<file path="src/rtl/tx_lane_pkg.sv">
// Constants and state encoding shared by the transmit serializer and the
// receive-side block aligner.
package tx_lane_pkg;

    localparam int DATA_W = 64;
    localparam int CNT_W  = $clog2(DATA_W);

    localparam logic [1:0] HDR_DATA = 2'b01;
    localparam logic [1:0] HDR_CTRL = 2'b10;

    localparam logic [CNT_W-1:0] LAST_BIT = CNT_W'(DATA_W - 1);

    typedef enum logic [1:0] {
        IDLE,
        SCR_RST,
        HDR,
        PAYLOAD
    } tx_state_e;

    function automatic logic [1:0] sync_header(input logic ctrl);
        return ctrl ? HDR_CTRL : HDR_DATA;
    endfunction

endpackage

</file>
<file path="src/rtl/tx_block_buffer.sv">
// Single-entry holding register in front of the serializer; ready is a flop
// so upstream sees no combinational path from the serializer's load decision.
module tx_block_buffer
    import tx_lane_pkg::*;
(
    input  logic              clk,
    input  logic              rst,
    input  logic              s_valid,
    output logic              s_ready,
    input  logic [DATA_W-1:0] s_data,
    input  logic              s_ctrl,
    input  logic              take,
    output logic              hold_full,
    output logic [DATA_W-1:0] hold_data,
    output logic              hold_ctrl
);

    logic accept;
    logic full_next;

    assign accept = s_valid && s_ready;

    // A take and an accept in the same cycle leave the buffer full with the new block.
    always_comb begin
        full_next = hold_full;
        if (take) begin
            full_next = 1'b0;
        end
        if (accept) begin
            full_next = 1'b1;
        end
    end

    always_ff @(posedge clk) begin
        if (rst) begin
            hold_full <= 1'b0;
            s_ready   <= 1'b0;
            hold_data <= '0;
            hold_ctrl <= 1'b0;
        end else begin
            hold_full <= full_next;
            s_ready   <= !full_next;
            if (accept) begin
                hold_data <= s_data;
                hold_ctrl <= s_ctrl;
            end
        end
    end

endmodule

</file>
<file path="src/rtl/tx_block_serializer.sv">
// Serializes 64-bit blocks behind a 2-bit sync header, one bit per clock, and
// drives the lane scrambler's data, enable and reseed inputs.
module tx_block_serializer
    import tx_lane_pkg::*;
(
    input  logic              clk,
    input  logic              rst,
    input  logic              s_valid,
    output logic              s_ready,
    input  logic [DATA_W-1:0] s_data,
    input  logic              s_ctrl,
    input  logic              tx_en,
    input  logic              scr_rst_req,
    output logic              data_out,
    output logic              enable,
    output logic              hdr_bit,
    output logic              scr_rst,
    output logic              underflow
);

    tx_state_e         state;
    tx_state_e         state_next;
    logic [CNT_W-1:0]  bit_cnt;
    logic              hdr_cnt;
    logic [DATA_W-1:0] shift_q;
    logic [1:0]        hdr_q;
    logic              pending;
    logic              underflow_q;
    logic              take;
    logic              underflow_set;
    logic              last_bit;
    logic              hold_full;
    logic [DATA_W-1:0] hold_data;
    logic              hold_ctrl;

    tx_block_buffer u_buffer (
        .clk       (clk),
        .rst       (rst),
        .s_valid   (s_valid),
        .s_ready   (s_ready),
        .s_data    (s_data),
        .s_ctrl    (s_ctrl),
        .take      (take),
        .hold_full (hold_full),
        .hold_data (hold_data),
        .hold_ctrl (hold_ctrl)
    );

    assign last_bit = (state == PAYLOAD) && (bit_cnt == LAST_BIT);

    always_ff @(posedge clk) begin
        if (rst) begin
            state <= IDLE;
        end else begin
            state <= state_next;
        end
    end

    // Reseeds win over the next block so the scrambler only restarts between blocks.
    always_comb begin
        state_next    = state;
        take          = 1'b0;
        underflow_set = 1'b0;
        case (state)
            IDLE: begin
                if (pending) begin
                    state_next = SCR_RST;
                end else if (hold_full && tx_en) begin
                    take       = 1'b1;
                    state_next = HDR;
                end
            end
            SCR_RST: begin
                state_next = IDLE;
            end
            HDR: begin
                if (hdr_cnt) begin
                    state_next = PAYLOAD;
                end
            end
            PAYLOAD: begin
                if (last_bit) begin
                    if (pending) begin
                        state_next = SCR_RST;
                    end else if (hold_full && tx_en) begin
                        take       = 1'b1;
                        state_next = HDR;
                    end else begin
                        underflow_set = tx_en;
                        state_next    = IDLE;
                    end
                end
            end
            default: begin
                state_next = IDLE;
            end
        endcase
    end

    // A request landing in the SCR_RST cycle itself must survive the clear.
    always_ff @(posedge clk) begin
        if (rst) begin
            bit_cnt     <= '0;
            hdr_cnt     <= 1'b0;
            shift_q     <= '0;
            hdr_q       <= 2'b00;
            pending     <= 1'b0;
            underflow_q <= 1'b0;
        end else begin
            pending     <= scr_rst_req || (pending && (state != SCR_RST));
            underflow_q <= underflow_set;
            hdr_cnt     <= (state == HDR) ? ~hdr_cnt : 1'b0;
            bit_cnt     <= ((state == PAYLOAD) && !last_bit) ? bit_cnt + 1'b1 : '0;
            if (take) begin
                shift_q <= hold_data;
                hdr_q   <= sync_header(hold_ctrl);
            end else if (state == PAYLOAD) begin
                shift_q <= shift_q >> 1;
            end
        end
    end

    always_comb begin
        data_out  = 1'b0;
        enable    = 1'b0;
        hdr_bit   = 1'b0;
        scr_rst   = 1'b0;
        underflow = underflow_q;
        case (state)
            SCR_RST: begin
                scr_rst = 1'b1;
            end
            HDR: begin
                hdr_bit  = 1'b1;
                data_out = hdr_q[hdr_cnt];
            end
            PAYLOAD: begin
                enable   = 1'b1;
                data_out = shift_q[0];
            end
            default: begin
                data_out = 1'b0;
            end
        endcase
    end

endmodule
</file>
<file path="config.mk">
export PLATFORM = sky130hd
export DESIGN_NAME = tx_block_serializer
export DESIGN_NICKNAME = d
export VERILOG_FILES = /design/src/rtl/tx_lane_pkg.sv /design/src/rtl/tx_block_buffer.sv /design/src/rtl/tx_block_serializer.sv
export SDC_FILE = /design/constraint.sdc
export NUM_CORES = 1
export LEC_CHECK = 0
export CORE_UTILIZATION = 30
export DETAILED_ROUTE_END_ITERATION = 10
export SLEW_MARGIN = 20
export SYNTH_ARGS = -nofsm -noshare
export SYNTH_HDL_FRONTEND = slang
export SYNTH_SLANG_ARGS = --single-unit
</file>
<file path="constraint.sdc">
create_clock -name clk -period 6.1 [get_ports clk]
set_clock_uncertainty 0.2 [all_clocks]
set_input_delay 1.22 -clock clk [delete_from_list [all_inputs] [get_ports clk]]
set_output_delay 1.22 -clock clk [all_outputs]
set_load 0.05 [all_outputs]
</file>
==> metrics.cfg <==
[placed_design]
globalplace.congestion = 0.722
dpl.hpwl_mm = 7.99
dp_slack_ps = 2050
portBuffers = 75
dp.cells = 947

[global_route]
grt_pass1_vias = 4618
antenna_found_initial = 0
grt_usage_pct = 13.6
grt_pass1_wl_mm = 22.0
grt_max_degree = 73
grt_overflow = 0

[timing]
hold_viol = 0
fin_ws_ps = 2470
worst_pin_slew_ps = 1030
tns_ps = 0
fmax_mhz = 275
fin_crit_sh_pct = 59.5
relSlewSlack_pct = 31.6
maxSlewViolCount = 0
period_needed_ps = 3630
rsz0062_at_grt = no
setup_viol = 0

[logic_synthesis]
synth_seq_area_share_pct = 47.5
synth_area_sq_um = 6070
synth_edf_count = 0
netlist_instances = 659
synth_cell_type_count = 34
async_flop_share_pct = 0
syn-num-nets = 735
yosysWarnings = 0
synthFlopType = dfxtp_1
avgSynthCellArea_sq_um = 9.21
ys_ff_latch = 144

[worst_setup_path]
ff2ff_path_depth = 7
start_kind = register
cp_data_arrival_time_ps = 2210
worstPathMaxFanout = 4
crit_type = reg -> out
required_ps = 4680
cp-end-kind = output pin

[clocking]
cts_inserted_buffers = 17
cts_resized = 0
root_buffer = clkbuf_16
post_cts_buffers = 0
path_clk_slew_ps = 60
cts.sinks = 144
cts_tree = done
clockBufferDepth = 2
htree_levels = 4
postCtsHoldBufs = 0
clk_latency_ps = 420

[pwr]
power_uw = 2560
peakVddDrop_mv = 0.160
leakagePower_uw = 0.00235
pwr_density_cell_nw_per_um2 = 340

[drt]
routed_wl_mm = 13.1
postRouteAntennaNets = 0
drtPass1Iterations = 4
drt_iter0_drc = 238
drcViolationCount = 0
routedWlPerCell_microns = 13.4
vias_per_cell = 4.67
num_vias = 4575

[die]
fp.coreArea_sq_um = 19700
die_height_microns = 144
die_x_microns = 144
die_area_sq_um = 20800
boundaryPins = 76
num_rows = 51
start_util_pct = 30.9

[final_layout]
finalNonFillerCells = 979
nFillCells = 2073
drive_above_1_share_pct = 13.2
final_net_count = 777
syn_to_final_growth_pct = 24.1
num_antenna_cells = 0

[run]
drv_cap = 0

[worst_hold_path]
hold_class = reg -> reg
whs_path_depth = 2

[run_status]
outcome = finished, final reports clean

power by group:
part           leakage [uW]  switching (uW)  internal [uW]  total [uW]
clock              0.000284             383            629        1010
sequential          0.00117            40.8           1000        1040
combinational      0.000900             311            194         505
total               0.00235             735           1830        2560
through the flow:
step / instance area (sq um) / utilization [%] / hold slack [ps]
floorplan: 6070 / - / 237
global placement: 6950 / 35.4 / 243
finish: 7530 / 38.3 / 254
detailed placement: 6950 / 35.4 / 247
CTS: 7530 / 38.3 / 255
global route: 7530 / 38.3 / 272
sequential cells by signal, summed over array words and instances, names as in the netlist:
name / cells
bit_cnt: 6
hdr_cnt: 1
hdr_q: 2
pending: 1
shift_q: 64
state: 2
u_buffer.hold_ctrl: 1
u_buffer.hold_data: 64
u_buffer.hold_full: 1
u_buffer.s_ready: 1
underflow: 1
metal layers:
metal | vias up | GRT usage (%) | wire (microns)
met5 | - | 0 | 0
met4 | 0 | 4.82 | 170
met3 | 14 | 4.34 | 539
met2 | 58 | 22.6 | 6230
met1 | 2104 | 16.3 | 6150
li1 | 2399 | - | -
kinds of logic after synthesis:
group	after synthesis	share of synthesized area, %
AND/OR/NAND/NOR	226	16.1
AO/OA/AOI/OAI	151	19.3
flip-flops	144	47.5
buffers and inverters	65	4.88
multiplexers	64	10.6
adder cells (fa/ha/maj)	6	1.24
XOR/XNOR	3	0.433
worst max-delay path, stage by stage, from the launching register on:
cell and delay (ps):
dfxtp_1 450, inv_1 120, ha_1 280, a22o_1 230, clkdlybuf4s50_1 710
synthesized netlist by cell type, types with 4 or more instances:
master / number / area [sq um]
o21ai_0: 6 / 30.0
a211oi_1: 15 / 113
dfxtp_1: 144 / 2880
buf_2: 6 / 30.0
a211oi_2: 48 / 601
nand2b_1: 4 / 25.0
ha_1: 6 / 75.1
buf_1: 5 / 18.8
a21oi_1: 72 / 360
nor2_1: 7 / 26.3
mux2i_1: 63 / 631
buf_6: 6 / 67.6
nand2_1: 135 / 507
inv_1: 6 / 22.5
clkbuf_1: 42 / 158
nor3_1: 66 / 330
worst paths after layout:
| kind | endpoint | slack (ps) | start |
|---|---|---|---|
| setup / recovery | data_out | 2470 | state[0]$_SDFFE_PP0P_ |
| hold / removal | u_buffer.hold_data[9]$_SDFFE_PP0P_ | 250 | u_buffer.hold_data[9]$_SDFFE_PP0P_ |
| setup reg to reg | shift_q[24]$_SDFFE_PP0P_ | 3020 | state[0]$_SDFFE_PP0P_ |
| hold reg to reg | u_buffer.hold_data[9]$_SDFFE_PP0P_ | 250 | u_buffer.hold_data[9]$_SDFFE_PP0P_ |
layout make-up:
class | count | area (sq um) | area share [%]
multi-input cells | 450 | 2910 | 38.7
flip-flops and latches | 144 | 2880 | 38.3
clock inverters | 11 | 113 | 1.49
clock buffers | 21 | 470 | 6.24
inverters | 6 | 22.5 | 0.299
repair buffers | 82 | 801 | 10.6
well taps | 265 | 332 | 4.40
layout by cell type (no fill, tap or decap), types with 4 or more instances in the layout:
cell type	n
ha_1	5
o21ai_0	6
a211oi_1	15
a211oi_2	48
buf_4	8
clkinv_2	6
nand2_1	134
inv_1	6
a21oi_1	72
nor2_1	7
dfxtp_1	144
clkdlybuf4s50_1	74
mux2i_1	63
clkbuf_16	17
nor3_1	66
nand2b_1	4
Note: power is estimated with default switching activity, not from simulation.
